**config.mk**
```make
export PLATFORM = sky130hd
export DESIGN_NAME = mem_access_unit
export DESIGN_NICKNAME = d
export VERILOG_FILES = /design/src/rtl/mem_access_pkg.sv /design/src/rtl/mem_lane_align.sv /design/src/rtl/mem_access_unit.sv
export SDC_FILE = /design/constraint.sdc
export NUM_CORES = 1
export LEC_CHECK = 0
export CAP_MARGIN = 20
export CORE_UTILIZATION = 45
export CTS_BUF_LIST = sky130_fd_sc_hd__clkbuf_8
export CTS_CLUSTER_DIAMETER = 60
export DETAILED_ROUTE_END_ITERATION = 8
export HOLD_SLACK_MARGIN = 0.03
export MAX_ROUTING_LAYER = met4
export PLACE_DENSITY = 0.87
export SLEW_MARGIN = 20
export SYNTH_ARGS = -nofsm -noshare
export SYNTH_HDL_FRONTEND = slang
export SYNTH_SLANG_ARGS = --single-unit
```
**constraint.sdc**
```tcl
create_clock -name clk -period 5.5 [get_ports clk]
set_clock_uncertainty 0.15 [all_clocks]
set_input_delay 1.65 -clock clk [delete_from_list [all_inputs] [get_ports clk]]
set_output_delay 1.65 -clock clk [all_outputs]
set_load 0.02 [all_outputs]
```
**src/rtl/mem_access_pkg.sv**
```systemverilog
// Shared encodings for the word-wide memory access unit.
// Sizes, FSM states and the lane width used by mem_access_unit.
package mem_access_pkg;

    localparam logic [1:0] SIZE_BYTE = 2'b00;
    localparam logic [1:0] SIZE_HALF = 2'b01;
    localparam logic [1:0] SIZE_WORD = 2'b10;

    localparam int LANE_W = 8;
    localparam int WORD_W = 4 * LANE_W;

    typedef enum logic [2:0] {
        ST_IDLE  = 3'd0,
        ST_LOAD  = 3'd1,
        ST_MERGE = 3'd2,
        ST_WRITE = 3'd3,
        ST_DONE  = 3'd4
    } state_t;

    // Size 2'b11 falls through to the word case everywhere.
    function automatic logic is_word(input logic [1:0] size);
        return size[1];
    endfunction

    function automatic logic is_misaligned(
        input logic [1:0] size,
        input logic [1:0] lo
    );
        logic mis;
        mis = 1'b0;
        unique case (1'b1)
            size == SIZE_BYTE: mis = 1'b0;
            size == SIZE_HALF: mis = lo[0];
            default:           mis = (lo != 2'b00);
        endcase
        return mis;
    endfunction

endpackage

```
**src/rtl/mem_lane_align.sv**
```systemverilog
// Little-endian lane extraction for loads and lane merging for
// sub-word stores; purely combinational.
module mem_lane_align
    import mem_access_pkg::*;
(
    input  logic [WORD_W-1:0] word,
    input  logic [1:0]        size,
    input  logic [1:0]        lane,
    input  logic              sign_ext,
    input  logic [WORD_W-1:0] new_data,
    output logic [WORD_W-1:0] load_data,
    output logic [WORD_W-1:0] merged
);

    logic [4:0]          byte_sh;
    logic [4:0]          half_sh;
    logic [LANE_W-1:0]   byte_v;
    logic [2*LANE_W-1:0] half_v;

    // A half ignores addr[0]; only addr[1] picks the half lane.
    assign byte_sh = {lane, 3'b000};
    assign half_sh = {lane[1], 4'b0000};
    assign byte_v  = word[byte_sh +: LANE_W];
    assign half_v  = word[half_sh +: 2*LANE_W];

    always_comb begin
        load_data = word;
        unique case (1'b1)
            size == SIZE_BYTE:
                load_data = {{24{sign_ext & byte_v[7]}}, byte_v};
            size == SIZE_HALF:
                load_data = {{16{sign_ext & half_v[15]}}, half_v};
            default:
                load_data = word;
        endcase
    end

    always_comb begin
        merged = word;
        unique case (1'b1)
            size == SIZE_BYTE:
                merged[byte_sh +: LANE_W] = new_data[LANE_W-1:0];
            size == SIZE_HALF:
                merged[half_sh +: 2*LANE_W] = new_data[2*LANE_W-1:0];
            default:
                merged = new_data;
        endcase
    end

endmodule

```
**src/rtl/mem_access_unit.sv**
```systemverilog
// MEM-stage bridge to a word-wide memory; sub-word stores use RMW.
// Optional misalignment trap: define MEM_ALIGN_TRAP_EN.
module mem_access_unit
    import mem_access_pkg::*;
#(
    parameter int ADDR_W = 32
) (
    input  logic              clk,
    input  logic              rst,
    input  logic              req_valid,
    input  logic              req_write,
    input  logic [1:0]        req_size,
    input  logic              req_signed,
    input  logic [ADDR_W-1:0] req_addr,
    input  logic [31:0]       req_wdata,
    output logic              stall,
    output logic [31:0]       rdata,
    output logic              align_err,
    output logic [ADDR_W-1:0] mem_addr,
    output logic [31:0]       mem_wdata,
    output logic              mem_write,
    input  logic [31:0]       mem_rdata
);

    state_t state;
    state_t state_nx;

    logic        trap;
    logic        ld_addr;
    logic        ld_wdata;
    logic        ld_merge;
    logic        ld_rdata;
    logic [31:0] load_data;
    logic [31:0] merged;

    mem_lane_align u_align (
        .word      (mem_rdata),
        .size      (req_size),
        .lane      (req_addr[1:0]),
        .sign_ext  (req_signed),
        .new_data  (req_wdata),
        .load_data (load_data),
        .merged    (merged)
    );

`ifdef MEM_ALIGN_TRAP_EN
    assign trap = is_misaligned(req_size, req_addr[1:0]);
`else
    assign trap = 1'b0;
`endif

    assign stall = req_valid && (state != ST_DONE);

    always_ff @(posedge clk or posedge rst) begin
        if (rst) begin
            state <= ST_IDLE;
        end else begin
            state <= state_nx;
        end
    end

    always_comb begin
        state_nx = state;
        ld_addr  = 1'b0;
        ld_wdata = 1'b0;
        ld_merge = 1'b0;
        ld_rdata = 1'b0;
        unique case (state)
            ST_IDLE: begin
                if (req_valid) begin
                    ld_addr = 1'b1;
                    if (trap) begin
                        state_nx = ST_DONE;
                    end else if (!req_write) begin
                        state_nx = ST_LOAD;
                    end else if (is_word(req_size)) begin
                        ld_wdata = 1'b1;
                        state_nx = ST_WRITE;
                    end else begin
                        state_nx = ST_MERGE;
                    end
                end
            end
            ST_LOAD: begin
                ld_rdata = 1'b1;
                state_nx = ST_DONE;
            end
            ST_MERGE: begin
                ld_merge = 1'b1;
                state_nx = ST_WRITE;
            end
            ST_WRITE: state_nx = ST_DONE;
            ST_DONE:  state_nx = ST_IDLE;
            default:  state_nx = ST_IDLE;
        endcase
    end

    // Strobe is decoded from the next state so it is a clean register
    // output, rising and falling on the same edges as the FSM.
    always_ff @(posedge clk or posedge rst) begin
        if (rst) begin
            rdata     <= '0;
            mem_addr  <= '0;
            mem_wdata <= '0;
            mem_write <= 1'b0;
        end else begin
            if (ld_addr) begin
                mem_addr <= {req_addr[ADDR_W-1:2], 2'b00};
            end
            if (ld_wdata) begin
                mem_wdata <= req_wdata;
            end else if (ld_merge) begin
                mem_wdata <= merged;
            end
            if (ld_rdata) begin
                rdata <= load_data;
            end
            mem_write <= (state_nx == ST_WRITE);
        end
    end

`ifdef MEM_ALIGN_TRAP_EN
    always_ff @(posedge clk or posedge rst) begin
        if (rst) begin
            align_err <= 1'b0;
        end else begin
            align_err <= (state == ST_IDLE) && req_valid && trap;
        end
    end
`else
    assign align_err = 1'b0;
`endif

endmodule

```
# [Word level (Yosys, flattened, before mapping)]
# Index checks and enable logic that the tools add are counted.
[op_classes] bitwise_logic=2 eq_ne=6 muxes=18 n_reduce_logical=5 add_sub_neg=2 shifts=6
[ops] cell="$pmux W32 S2" n=2
[ops] cell="$bwmux W32" n=2
[ops] cell="$mux W32" n=2
[ops] cell="$shift A16 B7 Y32 const A" n=1
[ops] cell="$shift A8 B7 Y32 const A" n=1
[ops] cell="$shiftx A16 B7 Y32" n=1
[ops] cell="$shiftx A32 B6 Y16" n=1
[ops] cell="$shiftx A32 B6 Y8" n=1
[ops] cell="$shiftx A8 B7 Y32" n=1
[ops] cell="$neg A5 Y7" n=2
[ops] cell="$eq A3 B2 Y1 const B" n=3
[ops] cell="$mux W1" n=9
[ops] cell="$pmux W3 S3" n=1
[ops] cell="$eq A3 B1 Y1 const B" n=1
[ops] cell="$logic_not A3 Y1" n=1
[ops] cell="$mux W3" n=1
[ops] cell="$ne A3 B3 Y1 const B" n=1
[ops] cell="$and A1 B1 Y1" n=2
[ops] cell="$eq A2 B1 Y1 const B" n=1
[ops] cell="$logic_not A2 Y1" n=1
[ops] cell="$mux W2" n=1
[ops] cell="$reduce_bool A2 Y1" n=1
[ops] cell="$reduce_or A2 Y1" n=1
[ops] cell="$logic_and A1 B1 Y1" n=1
[word_totals] wordCells=44 input_bits=103 regBits=98

# [Longest topological paths before layout]
[depth] depth_word=6 ltp_mapped=9

# [Modules after synthesis]
# A second synthesis with hierarchy kept.
[unflattened] cells_unflattened=637 area_unflattened_um2=6064.6
[modules_own_cells] mod="mem_access_unit" cells_per_inst=320 instances=1 area_each_um2=4035.1
[modules_own_cells] mod="mem_lane_align" cells_per_inst=317 instances=1 area_each_um2=2029.4

# [Worst setup path before layout]
# No wires, ideal clock.
[synth_path] kind="input to output" from="input req_valid" to="output stall" path_slack_ns=1.541 t_arrival_ns=2.159 stages=1 n_path_buf=0 cell_sequence="a21boi_0"
[synth_via] elab_chain_len=1
[synth_rtl] element="from (decl)" line="mem_access_unit.sv:10" text="input logic req_valid,"
[synth_rtl] element="$logic_and A1 B1 Y1" line="mem_access_unit.sv:52" text="assign stall = req_valid && (state != ST_DONE);"
[synth_rtl] element="to (decl)" line="mem_access_unit.sv:16" text="output logic stall,"
# Every way passes these cells.

# [Worst setup path after layout]
# Ends and elaborated chain as after synthesis.

==> impl_metrics.yaml <==
status:
  status: "finished, violations left"
  failed_checks: "DRC"
placed_design:
  hpwl_mm: 12.20
  place.gp.congestion: 0.9639
  place_area_um2: 7066
  io_buffers: 198
  dp_slack_ps: 648.3
worst_setup_path:
  path_class: "in -> out"
  critPathMaxFanout: 5
  crit_path_end_kind: "primary output"
  cp.arrival_ps: 3040
  required_ps: 3700
  crit_path_start_kind: "input pin"
cts:
  htreeDepth: 3
  cts_tree: "yes"
  clk_latency_ps: 360
  cts_buffers: 9
  post_cts.repair.setup_buffers: 0
  clk_pin_slew_ps: 90
  cts_hold_buf: 0
  cts_root_buf: "clkbuf_8"
  cts_buffer_depth: 2
  cts_resized: 0
  clock-sinks: 98
synthesis:
  async_flop_share_pct: 100.0
  synth-main-ff-cell: "dfrtp_1"
  yosysSeqAreaShare_pct: 49.02
  synth_edf_count: 0
  synthesis.area_um2: 5002
  syn_inst: 507
  syn_avg_cell_area_um2: 9.866
  ys_types: 41
  synth-seq-cells: 98
  yosys_warnings: 0
grt:
  grt_pass1_wl_mm: 24.32
  antenna_found_initial: 0
  grt_pass1_vias: 4734
  overflow: 0
  grt_max_degree: 66
  grt_usage_pct: 28.93
timing:
  tns_ps: 0
  finalSetupViolCount: 0
  fin_crit_sh_pct: 88.07
  fin_hold_ws_ps: 346.5
  max_freq_mhz: 206.5
  final-hold-violation-count: 0
  slew_violations: 0
  maxSlewHeadroom_pct: 48.56
  rsz0062_at_grt: "no"
  worstMarginPinSlew_ps: 768.8
  layout_min_cycle_time_ps: 4844
  fin_ws_ps: 656.3
detailed_routing:
  ant_nets: 0
  dr.pass1.iters: 9
  vias_per_cell: 5.853
  drt_iter0_markers: 448
  vias: 4881
  wl_mm: 16.02
  post_drt_wl_per_cell_um: 19.21
  drcViolationCount: 8
power_and_ir_drop:
  p_per_area_nw_per_um2: 528.6
  peakVddDrop_uv: 337.9
  power.clock.fraction_pct: 11.2
  p_int_uw: 2288
  switching_share_pct: 40.29
  power.leakage_uw: 0.002919
  p_sw_uw: 1544
  pwr-share-seq_pct: 34.1
  p_comb_share_pct: 54.6
  finalPower_uw: 3832
job:
  maxCapViolations: 0
die:
  die_x_um: 107.4
  start_util_pct: 46.14
  die-area_um2: 11540
  die_y_um: 107.4
  rows: 38
  core-area_um2: 10840
  ioPinCount: 202
finish:
  drive_gt1_share_pct: 11.11
  area_growth_pct: 44.90
  finalInstanceArea_um2: 7248
  nFillCells: 858
  mostFrequentLayoutCells: "198 x clkdlybuf4s50_1, 98 x dfrtp_1, 65 x nor2_1, 59 x a21oi_1, 50 x nand2_1"
  layout_commonest_cell: "clkdlybuf4s50_1"
  final_net_count: 796
hold_path:
  hold_path.class: "reg -> reg"
[worst max-delay path, cell delays in order]
cell             delay [ps]
clkdlybuf4s50_1         550
a21boi_0                210
clkdlybuf4s50_1         640
[layer usage]
metal	vias up	GRT usage, %	part of all wire [%]
met3	48	5.569	9.3
met2	279	47.28	49
met4	0	15.66	3.5
met1	2353	33.84	38
met5	-	-	0
li1	2201	-	-
[power groups by stage]
stage          sequential (uW)  clock, uW  combinational (uW)
4_1_cts                   1310        443                2110
3_3_place_gp              1310          0                2060
3_5_place_dp              1320          0                2100
5_1_grt                   1360        466                2250
2_1_floorplan             1730          0                 690
6_report                  1310        430                2090
[cell type report]
type                            instances  area [um2]  area share, %
Clock buffer                           11       151.4          2.089
Antenna cell                            1       2.502        0.03452
Clock inverter                          5       28.78         0.3970
Timing Repair Buffer                  209        2064          28.48
Sequential cell                        98        2452          33.83
Tap cell                              140       175.2          2.417
Inverter                               20       77.57          1.070
Multi-Input combinational cell        350        2296          31.68
[final timing paths]
kind / from / to / slack (ps) / depth (start not counted)
worst min-delay path: mem_addr[28] / mem_addr[28] / 350 / 1
worst min register to register: mem_addr[28] / mem_addr[28] / 350 / 1
worst max register to register: state[0] / rdata[13] / 3430 / 4
min in group asynchronous: rst / rdata[22] / 1460 / 2
max in group asynchronous: rst / mem_wdata[29] / 2800 / 3
worst max-delay path: req_valid / stall / 660 / 3
[metrics by stage]
step                      instances  util (%)
final                           834     66.86
after global routing            833     66.84
after detailed placement        817     65.18
after global placement          817     65.18
after floorplan                 509         -
after CTS                       833     66.84
[registers in the layout, summed over array words and instances (netlist names)]
| name | cells |
|---|---|
| mem_addr | 30 |
| mem_wdata | 32 |
| rdata | 32 |
| state | 3 |
| mem_write | 1 |
[synth_stat cells (7+ instances only)]
master / number / area share (%)
buf_2: 15 / 1.5
o21ai_0: 26 / 2.6
a31oi_1: 9 / 1.1
a22oi_1: 7 / 1.1
dfrtp_1: 98 / 49
inv_1: 20 / 1.5
clkbuf_1: 19 / 1.4
mux2_2: 25 / 5.6
or3b_2: 8 / 1.4
o22ai_1: 18 / 2.3
a222oi_1: 24 / 4.8
a221oi_1: 8 / 1.4
mux4_2: 7 / 3.2
a21oi_1: 59 / 5.9
nand2_1: 50 / 3.8
nor2_1: 65 / 4.9
[kinds of logic after synthesis]
family	synth area share (%)
AND/OR/NAND/NOR	13.86
flip-flops	49.02
buffers and inverters	5.553
AO/OA/AOI/OAI	19.94
adder cells (fa/ha/maj)	1.251
multiplexers	10.31
other	0.07497
(Power assumes the default switching activity.)
==> RTL change 1, RTL diff (same flow settings) <==
Add a define of `MEM_ALIGN_TRAP_EN`.
--- a/src/rtl/mem_access_unit.sv
+++ b/src/rtl/mem_access_unit.sv
@@ -1,5 +1,7 @@
 // MEM-stage bridge to a word-wide memory; sub-word stores use RMW.
 // Optional misalignment trap: define MEM_ALIGN_TRAP_EN.
+`define MEM_ALIGN_TRAP_EN
+
 module mem_access_unit
     import mem_access_pkg::*;
 #(
Behaviour: not the same (a bounded check fails within 4 cycles, from zero or initial values and one cycle with rst high).
==> RTL change 1 against the unedited design <==
  * Area after synthesis grew 4.2%
  * Sequential power is essentially flat
  * Final cell count is 2.5% higher
  * Power increased by 0.96%
  * Global-route usage is 1.3 points higher
  * Count of clock-buffer cells in the layout down 1
  * Clock power up 18%
  * Cell area rose by 2.8%
  * Critical path depth is the same
  * Routed wire length increased by 6.8%
  * Worst setup slack got worse by 0.034 ns
  * Sequential cell count grew 1
  * Core utilization up 0.42 points
==> RTL change 1: results (changes against the unedited design) <==
| Metric | Value |
|---|---|
| Register area | 0.00248 mm^2 (+1.0%) |
| Pre-CTS setup slack | 0.662 ns (+0.0138 ns) |
| Reg-to-reg setup timing slack | 3.25 ns (-0.18 ns) |
| Hold worst-path end | rdata[19] |
| R2r worst-path depth | 3 (-1) |
| Vias | 5,138 (+5.3%) |
| Initial DRC Count | 548 (+22%) |
| Sequential-to-total area share from yosys stat | 0.475 (-0.0151) |
| Clock Latency Late Sink | 0.39 ns (+0.03 ns) |
| Status | finished clean |
| Peak VDD IR | 0.000344 V (+1.9%) |
| Normalized max-slew margin | 0.378 (-0.108) |
| Non-Filler Instances | 855 (+2.5%) |
| HP Start | rdata[19] |
| Leak | 0.00303 uW (+3.8%) |
| FF-to-FF End | rdata[11] |
| Hold_ws | 0.354 ns (+0.00773 ns) |
| Inserted Diodes | 0 (-1) |
| Worst hold path depth | 2 (+1) |
| Switching share of power | 0.405 (+0.00198) |
| Most frequent cells after synthesis | dfrtp_1, nand2_1, a21oi_1, nor2_1, mux2_2 |
| Clk. pwr | 506 uW (+18%) |
| Vias in the first global route | 4,873 (+2.9%) |
| Final #Nets | 818 (+2.8%) |
| Fillers | 883 (+2.9%) |
| Routability cong. | 0.905 (-6.1%) |
| Global-route total usage across every layer | 0.302 (+0.0125) |
| Placed cell area | 0.00724 mm^2 (+2.5%) |
| Critical path arrival | 3.08 ns (+0.04 ns) |
| Unique masters post-synth | 47 (+15%) |
| Layout cells sized above 1 | 0.103 (-0.00761) |
==> RTL change 1: cell count changes in the layout (fill, tap and decap cells not counted), moves of 7 or more <==
cell and delta:
nor2_1 -25, nand3_1 +33, nand2_1 +14, a31oi_1 -8, o22ai_1 -18, a21oi_1 -17
nor4b_1 +9, mux2_2 +11, mux4_2 -7, o32ai_1 +16, or3b_2 -7
==> RTL change 1: kinds of logic (layout without fill, tap and decap cells) <==
group,count (synthesis),count (layout),share of synthesized area
simple gates,178,178,0.171
compound gates,145,145,0.197
flops,99,99,0.475
buf+inv,69,245,0.0564
mux,41,41,0.0878
fa+ha+maj,5,5,0.0120
other cells,1,2,0.000719
==> RTL change 1: worst max-delay path by stage <==
stage / endpoint / slack, ns / cells past startpoint
2_1_floorplan: align_err / 1.11 / 1
3_3_place_gp: stall / 0.68 / 3
3_5_place_dp: stall / 0.66 / 3
4_1_cts: stall / 0.64 / 3
5_1_grt: stall / 0.55 / 3
6_report: stall / 0.62 / 3
==> RTL change 1: worst max-delay path, delay by kind of cell <==
family	cells	cell delay, ns
AOI/OAI and AO/OA	1	0.23
buffers and inverters	2	1.20
==> RTL change 1: layout make-up <==
| class | instances | area share |
|---|---|---|
| Clock inverter | 6 | 0.00974 |
| Sequential cell | 99 | 0.332 |
| Clock buffer | 10 | 0.0185 |
| Tap cell | 140 | 0.0235 |
| Timing Repair Buffer | 208 | 0.276 |
| Inverter | 21 | 0.0109 |
| Multi-Input combinational cell | 371 | 0.329 |
==> RTL change 1: routing by layer <==
metal	up-vias	share of wire	GRT usage
met2	328	0.46	0.454
li1	2312	-	-
met4	0	0.037	0.131
met5	-	0	-
met1	2451	0.40	0.381
met3	47	0.10	0.0836
==> RTL change 2, RTL diff (config.mk and constraints unchanged) <==
Without the edit above. The 5 states of `state_t` get a Gray code encoding in 3 bits.
--- a/src/rtl/mem_access_pkg.sv
+++ b/src/rtl/mem_access_pkg.sv
@@ -10,11 +10,11 @@
     localparam int WORD_W = 4 * LANE_W;
 
     typedef enum logic [2:0] {
-        ST_IDLE  = 3'd0,
-        ST_LOAD  = 3'd1,
-        ST_MERGE = 3'd2,
-        ST_WRITE = 3'd3,
-        ST_DONE  = 3'd4
+        ST_IDLE  = 3'b000,
+        ST_LOAD  = 3'b001,
+        ST_MERGE = 3'b011,
+        ST_WRITE = 3'b010,
+        ST_DONE  = 3'b110
     } state_t;
 
     // Size 2'b11 falls through to the word case everywhere.
Function: no difference found for any inputs over 4 cycles, from zero or initial values and one cycle with rst high; so few cycles prove little.
==> RTL change 2 against the unedited design <==
  * Routed wire length is 13% higher
  * The run still ends with design-rule violations left
  * Worst setup slack better by 0.041 ns
  * Count of clock-buffer cells in the layout is 2 lower
  * Area after synthesis is 6.9% higher
  * Sequential cell count stayed put
  * Cell area is 4.4% higher
  * Power hardly changed
  * Die area is 6.7% higher
==> RTL change 2: results (changes against the unedited design) <==
| Metric | Value |
|---|---|
| Status | finished, violations left |
| Failing checks | design-rule violations |
| YS warnings | 0 (unchanged) |
| Sequential-to-total area share from yosys stat | 0.459 (-0.0314) |
| Post-CTS Setup Bufs | 0 (unchanged) |
| Met2 routed WL | 8.48 mm (+8.6%) |
| WL final | 18.1 mm (+13%) |
| Synthesized flop and latch total | 98 (unchanged) |
| Layout cells sized above 1 | 0.113 (+0.00186) |
| First-pass GRT wire length | 28.5 mm (+17%) |
| Worst-path clk slew | 0.10 ns |
| Vias per cell | 6.18 (+5.5%) |
| Met1 WL | 7.01 mm (+14%) |
| Inserted Diodes | 0 (-1) |
| Most used DFF post-synth | dfrtp_1 |
| Normalized max-slew margin | 0.401 (-0.0841) |
| DRC viols | 36 (+28) |
| Post-synthesis adder-cell area fraction | 0.0117 (-0.000802) |
| Unique masters post-synth | 48 (+17%) |
| Leak | 0.00306 uW (+4.7%) |
| Clock Latency Late Sink | 0.37 ns |
| Wire length per cell | 21.1 um (+9.8%) |
| Synth Area in XOR/XNOR | 0.00164 (+0.00164) |
| Placed cell area | 0.00734 mm^2 (+3.9%) |
| Initial DRT Pass Iterations | 9 (unchanged) |
| Global-route total usage across every layer | 0.310 (+0.0206) |
| Initial DRC Count | 524 (+17%) |
| Clock Path Buffers | 2 (unchanged) |
| CTS Buf Count | 9 (unchanged) |
| Largest registers | mem_wdata: 32 flops, rdata: 32 flops, mem_addr: 30 flops |
| Peak VDD IR | 0.000352 V (+4.1%) |
| Final #Nets | 820 (+3.0%) |
| Post-cts resize count | 0 (unchanged) |
| Avg Cell Area, Syn | 9.86 um^2 (about the same) |
| Top cells by area, synth | dfrtp_1, mux2_2, a21oi_1, nor2_1, mux4_2 |
| Fillers | 952 (+11%) |
| Critical path arrival | 3.00 ns (-0.04 ns) |
| CP peak stage delay | 0.63 ns |
| Critical Path Fanout Max | 2 (-3) |
| Routability cong. | 0.928 (-3.7%) |
| Critical-path top delay cell | clkdlybuf4s50_1 |
| Met3 routed WL | 1.82 mm (+22%) |
| Most frequent cells after synthesis | dfrtp_1, nor2_1, a21oi_1, nand2_1, mux2_2 |
| Inst Count DP | 844 (+3.3%) |
| Post-synthesis compound-gate area fraction | 0.221 (+0.0214) |
| Dpl hpwl | 13.3 mm (+8.7%) |
| Largest net degree at the start of global routing | 74 (+12%) |
| Multiplexer share of the synthesized area | 0.116 (+0.0126) |
RTL change 2: critical path, delay by kind of cell:
| kind | cells | cell delay [ns] |
|---|---|---|
| buffers and inverters | 3 | 1.19 |
| AO/OA/AOI/OAI | 1 | 0.15 |
RTL change 2: routing by layer:
layer / GRT usage / vias up
met5: - / -
met4: 0.161 / 0
met3: 0.0596 / 61
met2: 0.493 / 375
met1: 0.377 / 2546
li1: - / 2329
RTL change 2: final cells by class:
class                           instances  area, um^2  share of cell area
Clock inverter                          7         100              0.0132
Sequential cell                        98        2450               0.324
Timing Repair Buffer                  208        2050               0.271
Multi-Input combinational cell        373        2580               0.341
Clock buffer                            9         124              0.0164
Inverter                               22        85.1              0.0112
Tap cell                              143         179              0.0237
RTL change 2: path summary, 6_finish.rpt:
| path | start | endpoint | slack, ns | cells past startpoint |
|---|---|---|---|---|
| max | req_valid | stall | 0.70 | 4 |
| min | rdata[8] | rdata[8] | 0.35 | 2 |
| max reg2reg | state[1] | mem_wdata[27] | 2.88 | 5 |
| min reg2reg | rdata[8] | rdata[8] | 0.35 | 2 |
| max in group asynchronous | rst | mem_wdata[8] | 2.62 | 3 |
| min in group asynchronous | rst | mem_addr[22] | 1.67 | 2 |
RTL change 2: cell families (layout without fill, tap and decap cells):
logic type      Yosys count  in the layout
compound gates          167            167
flops                    98             98
simple gates            150            150
fa+ha+maj                 5              5
mux                      47             47
xor+xnor                  1              1
other cells               1              3
buf+inv                  73            246
RTL change 2: metrics by stage:
step	worst slack [ns]	hold slack, ns	util	power [uW]
2_1_floorplan	1.14	0.365	-	2320
3_3_place_gp	0.738	0.314	0.637	3230
3_5_place_dp	0.728	0.331	0.637	3300
4_1_cts	0.711	0.354	0.657	3840
5_1_grt	0.617	0.375	0.657	4030
6_report	0.698	0.350	0.657	3830
RTL change 2: power by group:
part | switching, uW | total [uW] | internal (uW)
sequential | 226 | 1310 | 1080
clock | 277 | 537 | 261
combinational | 1010 | 1990 | 972
